==> config.mk <==
export PLATFORM = sky130hd
export DESIGN_NAME = negacyclic_poly_reducer
export DESIGN_NICKNAME = d
export VERILOG_FILES = /design/src/rtl/poly_reduce_pkg.sv /design/src/rtl/coeff_mod_addsub.sv /design/src/rtl/negacyclic_poly_reducer.sv
export SDC_FILE = /design/constraint.sdc
export NUM_CORES = 1
export LEC_CHECK = 0
export CAP_MARGIN = 15
export CELL_PAD_IN_SITES_DETAIL_PLACEMENT = 0
export CELL_PAD_IN_SITES_GLOBAL_PLACEMENT = 1
export CORE_MARGIN = 2
export CORE_UTILIZATION = 35
export CTS_CLUSTER_DIAMETER = 50
export CTS_CLUSTER_SIZE = 28
export DETAILED_ROUTE_END_ITERATION = 16
export HOLD_SLACK_MARGIN = 0.15
export PLACE_DENSITY = 0.76
export SLEW_MARGIN = 20
export SYNTH_ARGS = -nofsm -noshare
export SYNTH_HDL_FRONTEND = slang
export SYNTH_SLANG_ARGS = --single-unit
==> constraint.sdc <==
create_clock -name clk -period 3.5 [get_ports clk]
set_clock_uncertainty 0.15 [all_clocks]
set_input_delay 0.525 -clock clk [delete_from_list [all_inputs] [get_ports clk]]
set_output_delay 0.525 -clock clk [all_outputs]
set_load 0.05 [all_outputs]
==> src/rtl/poly_reduce_pkg.sv <==
// Shared definitions for the polynomial reducer: FSM state encoding,
// fold-counter sizing and coefficient slice positioning.
package poly_reduce_pkg;

  typedef enum logic [1:0] {
    IDLE = 2'd0,
    FOLD = 2'd1,
    DONE = 2'd2
  } state_t;

  // Fold counter width: clog2(D-1), never less than one bit.
  function automatic int cnt_width(input int d);
    int w;
    w = $clog2(d - 1);
    if (w < 1) w = 1;
    return w;
  endfunction

  // LSB position of coefficient idx in a packed vector of n-bit coefficients.
  function automatic int coef_lsb(input int idx, input int n);
    return idx * n;
  endfunction

endpackage

==> src/rtl/coeff_mod_addsub.sv <==
// N-bit wrapping coefficient combiner used by the fold step.
// Build option CYCLIC_REDUCE_EN: add (reduce mod x^D - 1);
// otherwise subtract (reduce mod x^D + 1).
module coeff_mod_addsub #(
  parameter int N = 4
) (
  input  logic signed [N-1:0] a,
  input  logic signed [N-1:0] b,
  output logic signed [N-1:0] y
);

`ifdef CYCLIC_REDUCE_EN
  // x^D = 1: high coefficient adds onto its low partner, carry discarded.
  assign y = a + b;
`else
  // x^D = -1: high coefficient subtracts from its low partner, borrow discarded.
  assign y = a - b;
`endif

endmodule

==> src/rtl/negacyclic_poly_reducer.sv <==
// Folds a (2D-1)-coefficient product modulo x^D + 1 into D coefficients,
// one high coefficient per cycle. Valid/ready on both sides.
// Build option CYCLIC_REDUCE_EN switches the fold to modulo x^D - 1.
module negacyclic_poly_reducer
  import poly_reduce_pkg::*;
#(
  parameter int N = 4,
  parameter int D = 4
) (
  input  logic                   clk,
  input  logic                   rst,
  input  logic                   in_valid,
  output logic                   in_ready,
  input  logic [(2*D-1)*N-1:0]   p_in,
  output logic                   out_valid,
  input  logic                   out_ready,
  output logic [D*N-1:0]         r_out,
  output logic                   busy
);

  localparam int            KW     = cnt_width(D);
  localparam logic [KW-1:0] K_LAST = KW'(D - 2);

  state_t        state;
  state_t        state_nxt;
  logic [KW-1:0] k;
  logic [N-1:0]  acc [D];
  logic [N-1:0]  hi  [D-1];
  logic [N-1:0]  fold_res;
  logic          accept;
  logic          fold_en;

  // Single shared combiner: acc[k] op hi[k] for the current fold step.
  coeff_mod_addsub #(
    .N (N)
  ) u_addsub (
    .a (acc[k]),
    .b (hi[k]),
    .y (fold_res)
  );

  // Next-state and handshake decode; in_ready is held low while reset is asserted.
  always_comb begin
    state_nxt = state;
    in_ready  = 1'b0;
    out_valid = 1'b0;
    busy      = 1'b0;
    accept    = 1'b0;
    fold_en   = 1'b0;
    case (state)
      IDLE: begin
        in_ready = rst;
        accept   = in_valid && rst;
        if (accept) state_nxt = FOLD;
      end
      FOLD: begin
        busy    = 1'b1;
        fold_en = 1'b1;
        if (k == K_LAST) state_nxt = DONE;
      end
      DONE: begin
        busy      = 1'b1;
        out_valid = 1'b1;
        if (out_ready) state_nxt = IDLE;
      end
      default: state_nxt = IDLE;
    endcase
  end

  // State register; asynchronous reset aborts any fold in progress.
  always_ff @(posedge clk or negedge rst) begin
    if (!rst) state <= IDLE;
    else      state <= state_nxt;
  end

  // Fold counter: cleared on acceptance, stops at D-2 on the last fold step.
  always_ff @(posedge clk or negedge rst) begin
    if (!rst) begin
      k <= '0;
    end else if (accept) begin
      k <= '0;
    end else if (fold_en && (k != K_LAST)) begin
      k <= k + 1'b1;
    end
  end

  // Coefficient storage: capture the product, then fold hi[k] into acc[k]; acc[D-1] is never folded.
  always_ff @(posedge clk or negedge rst) begin
    if (!rst) begin
      for (int i = 0; i < D; i++)     acc[i] <= '0;
      for (int i = 0; i < D - 1; i++) hi[i]  <= '0;
    end else if (accept) begin
      for (int i = 0; i < D; i++)     acc[i] <= p_in[coef_lsb(i, N) +: N];
      for (int i = 0; i < D - 1; i++) hi[i]  <= p_in[coef_lsb(i + D, N) +: N];
    end else if (fold_en) begin
      acc[k] <= fold_res;
    end
  end

  // Result is the accumulator register, packed coefficient 0 at the LSB.
  for (genvar g = 0; g < D; g++) begin : g_rout
    assign r_out[coef_lsb(g, N) +: N] = acc[g];
  end

endmodule
== Word level (Yosys, flattened, before mapping) ==
Cells that the tools add are included.
Storage, ports and cells
  bits in registers: 32
  output and inout bits: 19
  logic and storage cells: 51
  bits of input ports: 32
Cells by class
  equality and inequality tests: 7
  muxes and demuxes: 22
  $add $sub $neg: 2
  reductions and logical operators: 8
  magnitude comparators: 2
  bitwise logic cells: 1
Operators with widths (count)
  $mux W16: 2
  $mux W4: 5
  $bmux W4 S2: 2
  $bwmux W16: 1
  $mux W2: 5
  $demux W4 S2: 1
  $ne A2 B2 Y1 const B: 4
  $pmux W2 S3: 1
  $mux W1: 5
  $eq A2 B2 Y1 const B: 2
  $reduce_bool A2 Y1: 2
  $sub A4 B4 Y4: 1
  $ge A3 B3 Y1 const B: 1
  $logic_and A1 B1 Y1: 3
  $lt A3 B1 Y1 const B: 1
  $not A2 Y3: 1
  $reduce_and A3 Y1: 1
  $add A2 B1 Y2 const B: 1
  $eq A2 B1 Y1 const B: 1
  $logic_not A2 Y1: 1
  $reduce_or A2 Y1: 1

== Depth between registers and ports, before layout ==
Gate-level depths: netlist of run 1.
  word-level depth: 8
  mapped depth: 12
  gate-level depth less buffers: 11

== Cells and area by module ==
Synthesis of run 1 repeated with hierarchy kept, for this count alone.
Unflattened totals
  cells, all modules: 165
  area, all modules: 1883.1 µm²
By module, submodules not included
  negacyclic_poly_reducer: times used 1, area an instance 1766.7 µm², cells an instance 150, sequential area each 800.8 µm²
  coeff_mod_addsub: times used 1, area an instance 116.4 µm², cells an instance 15, sequential area each 0.0 µm²

== Worst setup path before layout of run 1 ==
OpenSTA, ideal clock, no wires.
  path kind: register to register
  from: register acc (netlist bit r_out[4])
  to: register acc (netlist bit r_out[2])
  library setup time: 0.135 ns
  stages on the path, launching flop included: 10
  path buffers: 0
  clock period less this slack: 2.509 ns
  required time: 3.215 ns
  arrival time: 2.224 ns
  path slack: 0.991 ns
  cells stage by stage: dfrtp_1 -> mux4_1 -> inv_1 -> ha_1 -> inv_1 -> fa_1 -> xnor2_1 -> nor2_1 -> a21oi_1 -> o21ai_0
Between the ends
  cells in the longest elaborated chain, start to end: 7
RTL lines
  start: declaration: RTL line negacyclic_poly_reducer.sv:27  | logic [N-1:0] acc [D];
  start signal: indexed assignment: RTL line negacyclic_poly_reducer.sv:96  | acc[k] <= fold_res;
  $bmux W4 S2: RTL line negacyclic_poly_reducer.sv:37  | .a (acc[k]),
  $mux W4 (implied by the code) (2 in series): RTL line negacyclic_poly_reducer.sv:37
  $sub A4 B4 Y4: RTL line coeff_mod_addsub.sv:17  | assign y = a - b;
  $bwmux W16: RTL line negacyclic_poly_reducer.sv:96
  $mux W16: RTL line negacyclic_poly_reducer.sv:95  | end else if (fold_en) begin
  $mux W16: RTL line negacyclic_poly_reducer.sv:92  | end else if (accept) begin
Every way passes these cells. The select of a mux whose other input is x is not followed.
A chain may end at the register's enable or synchronous reset.

== Worst setup path after layout of run 1 ==
  from: register k[0]
  to: register acc (netlist bit r_out[2])
Between the ends
  cells in the longest elaborated chain, start to end: 8
  elaborated cells on any way between the ends: 16
  classes of those cells: 1 x add/sub; 2 x order compare; 11 x mux; 1 x bitwise; 1 x reduce/logical
RTL lines
  start: declaration: RTL line negacyclic_poly_reducer.sv:26  | logic [KW-1:0] k;
  start signal: assignment: RTL line negacyclic_poly_reducer.sv:83  | k <= k + 1'b1;
  $not A2 Y3 (implied by the code) *: RTL line negacyclic_poly_reducer.sv:37, negacyclic_poly_reducer.sv:38, negacyclic_poly_reducer.sv:96
  $bmux W4 S2 (tied with other cells): RTL line negacyclic_poly_reducer.sv:37
  $mux W4 (implied by the code) (tied with other cells): RTL line negacyclic_poly_reducer.sv:37
  $mux W4, on equally long branches: RTL line negacyclic_poly_reducer.sv:37, negacyclic_poly_reducer.sv:96, negacyclic_poly_reducer.sv:38
  $sub A4 B4 Y4 or $demux W4 S2 (tied branches): RTL line coeff_mod_addsub.sv:17, negacyclic_poly_reducer.sv:96
  $bwmux W16 *: RTL line negacyclic_poly_reducer.sv:96
  $mux W16 *: RTL line negacyclic_poly_reducer.sv:95
  $mux W16 *: RTL line negacyclic_poly_reducer.sv:92
Mark *: on every way between the ends. The rest lies on a longest branch, timed or not. The select of a mux whose other input is x is not followed.

==> results.md, run 1 <==
- Status: complete, no violations
- Main combinational cell family by area after synthesis: simple AND/OR/NAND/NOR gates
- DP HPWL: 3071 um
- Clock-pin slew on the worst setup and hold paths: 70 ps
- Avg Inst Size Synth: 8.999 um2
- Min-delay worst type: register to register
- Seq/Total Area, Yosys: 44.94%
- Worst path max stage delay: 620 ps
- Slew HR: 63.85%
- Critical Path Fanout Max: 10
- Via density: 4.670
- Worst EP required: 3500 ps
- Compound-cell area share of the yosys netlist: 10.81%
- Met1 WL: 2112 um
- Initial Util: 36.99%
- Post-DR wirelength/cell: 13.61 um
- CP most frequent cell: inv_1
- Final hold viol count: 0
- Fmax: 0.3545 GHz
- Slew @ Worst Pin: 541.0 ps
- Worst setup SP type: register
- RSZ-0062 raised after global routing: no
- Metal2 WL: 1928 um
- Final setup fails: 0
- Post-Place Setup Slack: 702.7 ps
- Pwr dens: 1119 nW/um2
- Post-route setup slack: 679.4 ps
- Clock Latency Late Sink: 280 ps
- Die area: 5678 um2
- Most used cells in the layout excluding fill and tap cells: nand2_1, clkdlybuf4s50_1, dfrtp_1
- Hold Slack: 324.4 ps
- CTS tree: yes
- Setup repair bufs after CTS: 0
- Reg2reg path depth: 9
- Finished Layout Cells: 315
- CTS resizes: 0
- Routed wire length: 4286 um
- Post-Syn Nets: 241
- Die Height: 75.35 um
- DRC Markers: 0
- Port Buffers: 50
- Setup TNS: 0 ps
- Number of synthesized register bits: 32
- Share of cells above drive strength 1: 5.242%
- Dpl cells: 308
- Final nets: 291
- Cell chain of the critical path: mux4_1, inv_1, ha_1, inv_1, fa_1, xnor2_1, nor2_1, a21oi_1, o21ai_0
- CTS root buf: clkbuf_8
- Mapped Cells: 198
- Worst setup endpoint: r_out[2]
- Top Layer Used: met4
- R2R Setup Slk: 680 ps
- Tcrit/Tclk final: 80.59%
- WP buf/inv: 2
- Mapped cell area: 1782 um2
- Period minus WS final: 2821 ps
- GP Congestion: 0.7631
- Vias: 1,471
- CP endpoint kind: register
- WL met3: 182 um
- Worst path depth: 9
- Vias in the first global route: 1,444
- Final ANT Viol Nets: 0
- Yosys warning total: 0
- CTS buffer count: 5
- Critical path origin: k[0]
- Reg2reg end: r_out[2]
- Post-synthesis xor/xnor area fraction: 2.458%
- Final core utilization: 50.29%
- First-pass DRT Iterations: 4
- Clk sinks: 32
- Leakage power: 1.094 nW
- Clock buffer depth: 2
- Hold_buf cts: 0
- H-tree levels: 2
- Crit path max-delay family: flip-flops
- Area growth from synthesis to layout: 35.95%
- IO Pins: 51
- Arrival @ worst endpoint: 2820 ps
- Rows: 25
- Maximum VDD drop: 0.3079 mV
- WS Path Type: register to register
- Pins Over Slew Limit: 0
- Overall routing resource usage: 17.17%
- Largest net degree at the start of global routing: 43
- Core area: 4817 um2
- Slowest CP cell: dfrtp_1
- Initial DRC Count: 58
- First-pass GRT wire length: 7134 um
- Mux cell area share after synthesis: 10.25%
- Reg2Reg Launch Point: k[0]
- Synth cell types: 26
- Commonest non-fill, non-tap cell in the layout: nand2_1
- Die width: 75.35 um
- Synth Area in Adders: 8.146%
- Antenna diode count: 0
- Post-Synth Simple-Gate Area: 18.96%
- Initial antenna violation count: 0
- GRT Residual Overflow: 0
- Max Cap Violations: 0
## layer usage
metal	global-route usage, %	vias up
met1	24.68	672
met5	0	-
met4	5.848	0
met3	3.968	7
met2	25.70	33
li1	-	759
## cells in the mapped netlist (all sizes together)
library cell / instances / area share [%]
clkbuf: 6 / 1.3
fa: 1 / 1.1
and2: 1 / 0.35
inv: 8 / 1.8
nand2: 55 / 12
a21o: 1 / 0.42
ha: 10 / 7.0
nand4: 4 / 1.4
and3: 1 / 0.35
mux2: 1 / 0.63
mux4: 4 / 5.7
dfrtp: 32 / 45
buf: 3 / 1.3
nor2: 19 / 4.0
nand3: 1 / 0.56
nor2b: 2 / 0.70
mux2i: 7 / 3.9
a21oi: 22 / 6.2
o21ai: 15 / 4.2
xor2: 3 / 1.5
xnor2: 2 / 0.98
## tightest hold or removal path: stages (launching register included)
cell	delay, ps
dfrtp_1	340
nand2_1	50
nand2_1	50
## through the flow
| stage | area, um2 | total power, W |
|---|---|---|
| after global placement | 2345 | 0.002410 |
| after detailed placement | 2345 | 0.002442 |
| after floorplan | 1782 | 0.001962 |
| after global routing | 2422 | 0.002944 |
| final | 2422 | 0.002710 |
| after CTS | 2422 | 0.002735 |
## worst min path at each step
stage               cells after the start      to    from  slack (ps)
finish                                  2   hi[8]   hi[8]         320
CTS                                     2   hi[8]   hi[8]         330
detailed placement                      2  hi[10]  hi[10]         310
global route                            2   hi[8]   hi[8]         350
global placement                        2   hi[5]   hi[5]         310
floorplan                               0   hi[0]     rst          80
## state kept, by name (all words and copies together) (netlist names)
name   flops
r_out     16
hi        12
k          2
state      2
## final cells by class
| type | count | area (um2) |
|---|---|---|
| clock buffer | 6 | 72.57 |
| clock inverter | 1 | 5.005 |
| fill | 480 | 2395 |
| inverter | 8 | 32.53 |
| multi-input combinational | 149 | 902.1 |
| sequential | 32 | 800.8 |
| tap | 67 | 83.83 |
| timing repair buffer | 52 | 525.5 |
## cells by family (layout without fill, tap and decap cells)
kind of cell,count (synthesis),after routing
xor+xnor,5,5
compound gates,38,38
buf+inv,17,67
mux,12,12
fa+ha+maj,11,11
flops,32,32
simple gates,83,83
## where the power goes
group | switching, W | leakage, nW | total, W | internal, W
combinational | 0.00103 | 0.660 | 0.00171 | 0.000671
clock | 0.000135 | 0.0410 | 0.000270 | 0.000135
sequential | 0.000174 | 0.393 | 0.000734 | 0.000561
total | 0.00134 | 1.09 | 0.00271 | 0.00137
No activity file was read; power rests on OpenSTA's default activity.
==> run 2: changes to the inputs <==
==> constraint.sdc (replaced) <==
create_clock -name clk -period 2.95 [get_ports clk]
set_clock_uncertainty 0.15 [all_clocks]
set_input_delay 0.4425 -clock clk [delete_from_list [all_inputs] [get_ports clk]]
set_output_delay 0.4425 -clock clk [all_outputs]
set_load 0.05 [all_outputs]
==> results.md, run 2 (synthesis results as in run 1) <==
- First-pass GRT wire length: 7155 um (+0.29%)
- Commonest non-fill, non-tap cell in the layout: nand2_1
- CTS resizes: 0 (unchanged)
- Die width: 75.35 um (unchanged)
- Via density: 4.681 (+0.25%)
- Final core utilization: 50.75% (+0.47 points)
- Worst setup SP type: register
- Port Buffers: 50 (unchanged)
- Worst setup endpoint: r_out[6]
- Core area: 4817 um2 (unchanged)
- Worst EP required: 2950 ps (-550 ps)
- CTS tree: yes
- Max FFs per register: 16 (unchanged)
- Critical Path Fanout Max: 4 (-6)
- Final nets: 292 (+0.34%)
- Comb power frac: 63.1% (+0.2 points)
- Vias: 1,484 (+0.88%)
- Internal power: 0.001654 W (+21%)
- Reg2reg end: r_out[6]
- Arrival @ worst endpoint: 2540 ps (-280 ps)
- Sw Share: 49.03% (-0.54 points)
- Slew HR: 63.23% (-0.62 points)
- CTS buffer count: 5 (unchanged)
- Slew @ Worst Pin: 550.2 ps (+9.266 ps)
- Routed wire length: 4195 um (-2.1%)
- Pins Over Slew Limit: 0 (unchanged)
- Clock Latency Late Sink: 280 ps (about the same)
- Hold_buf cts: 0 (unchanged)
- Area growth from synthesis to layout: 37.22%
- Register Area: 800.8 um2 (unchanged)
- Max Cap Violations: 0 (unchanged)
- IO Pins: 51 (unchanged)
- DP HPWL: 3152 um (+2.6%)
- Switching power total: 0.001591 W (+18%)
- Multi-input logic area: 902.1 um2 (unchanged)
- Pwr dens: 1328 nW/um2 (+19%)
- Vias in the first global route: 1,505 (+4.2%)
- Initial Util: 36.99% (unchanged)
- Clk sinks: 32 (unchanged)
- RSZ-0062 raised after global routing: no
- R2R Setup Slk: 410 ps (-270 ps)
- GP Congestion: 0.7659 (+0.37%)
- Setup repair bufs after CTS: 0 (unchanged)
- Fillers: 485 (+1.0%)
- Rows: 25 (unchanged)
- Most used cells in the layout excluding fill and tap cells: nand2_1, clkdlybuf4s50_1, dfrtp_1
- Post-DR wirelength/cell: 13.23 um (-2.7%)
- Total Power: 0.003246 W (+20%)
- GRT Residual Overflow: 0 (unchanged)
- H-tree levels: 2 (unchanged)
- Final setup fails: 0 (unchanged)
- Final ANT Viol Nets: 0 (unchanged)
- Fmax: 0.3938 GHz (+11%)
- Sequential share of power: 26.2% (-0.9 points)
- First-pass DRT Iterations: 4 (unchanged)
- Status: complete, no violations
- Initial DRC Count: 43 (-26%)
- Antenna diode count: 0 (unchanged)
- Initial antenna violation count: 0 (unchanged)
- Critical path origin: k[0]
- Finished Layout Cells: 317 (+0.63%)
- Period minus WS final: 2539 ps (-281.4 ps)
- Maximum VDD drop: 0.4025 mV (+31%)
- Share of cells above drive strength 1: 6.400% (+1.2 points)
- DRC Markers: 0 (unchanged)
- Die area: 5678 um2 (unchanged)
- Final hold viol count: 0 (unchanged)
- Tcrit/Tclk final: 86.08% (+5.5 points)
- Setup TNS: 0 ps (unchanged)
- Reg2Reg Launch Point: k[0]
- Overall routing resource usage: 16.86% (-0.32 points)
- Clock-pin slew on the worst setup and hold paths: 70 ps (about the same)
- Die Height: 75.35 um (unchanged)
- Clock power frac: 10.7% (+0.7 points)
- Reg2reg path depth: 9 (unchanged)
- WS Path Type: register to register
- Leakage power: 1.109 nW (+1.4%)
- Min-delay worst type: primary input to async pin
- Largest net degree at the start of global routing: 43 (unchanged)
- Hold Slack: 278.7 ps (-45.66 ps)
- CP endpoint kind: register
- CTS root buf: clkbuf_8
- Clock buffer depth: 2 (unchanged)
- Dpl cells: 309 (+0.32%)
[run 2: changes by cell type in the layout (fill, tap and decap cells not counted)]
cell,previous run,this run
buf_4,2,3
clkbuf_1,1,0
clkbuf_8,5,6
clkinv_2,1,2
[run 2: worst min-delay path by stage]
stage                       from   endpoint  slack (ps)
after floorplan              rst      hi[0]          -3
after global placement     hi[8]      hi[8]         310
after detailed placement  hi[10]     hi[10]         310
after CTS                    rst  r_out[14]         290
after global routing         rst   r_out[8]         310
final                        rst  r_out[14]         280
[run 2: power by group through the flow]
stage | Sequential [W] | Combinational [W] | Clock [W]
6_report | 0.000851 | 0.00205 | 0.000346
5_1_grt | 0.000882 | 0.00228 | 0.000373
4_1_cts | 0.000852 | 0.00208 | 0.000355
3_5_place_dp | 0.000860 | 0.00206 | 0
3_3_place_gp | 0.000859 | 0.00203 | 0
2_1_floorplan | 0.00117 | 0.00116 | 0
[run 2: area by class of cell]
class                           instances  area share, %
Sequential cell                        32          32.75
Clock buffer                            6          3.378
Tap cell                               67          3.429
Multi-Input combinational cell        149          36.90
Clock inverter                          2         0.4094
Inverter                                8          1.331
Timing Repair Buffer                   53          21.80
[run 2: routing by layer]
| layer | up-vias | track usage (%) | share of wire, % |
|---|---|---|---|
| li1 | 766 | - | - |
| met1 | 678 | 23.45 | 47 |
| met2 | 35 | 26.38 | 46 |
| met3 | 5 | 3.968 | 5.5 |
| met4 | 0 | 5.068 | 1.1 |
| met5 | - | 0 | 0 |
[run 2: through the flow]
step	instance area, um2	setup slack [ps]
after floorplan	1782	441.1
after global placement	2352	417.8
after detailed placement	2352	366.2
after CTS	2445	355.8
after global routing	2445	106.4
final	2445	410.8
[run 2: critical path, stage by stage, from the launching register on]
cell,delay [ps]
dfrtp_1,390
mux4_1,570
inv_1,80
ha_1,160
inv_1,60
fa_1,380
xnor2_1,340
nor2_1,80
a21oi_1,120
o21ai_0,80
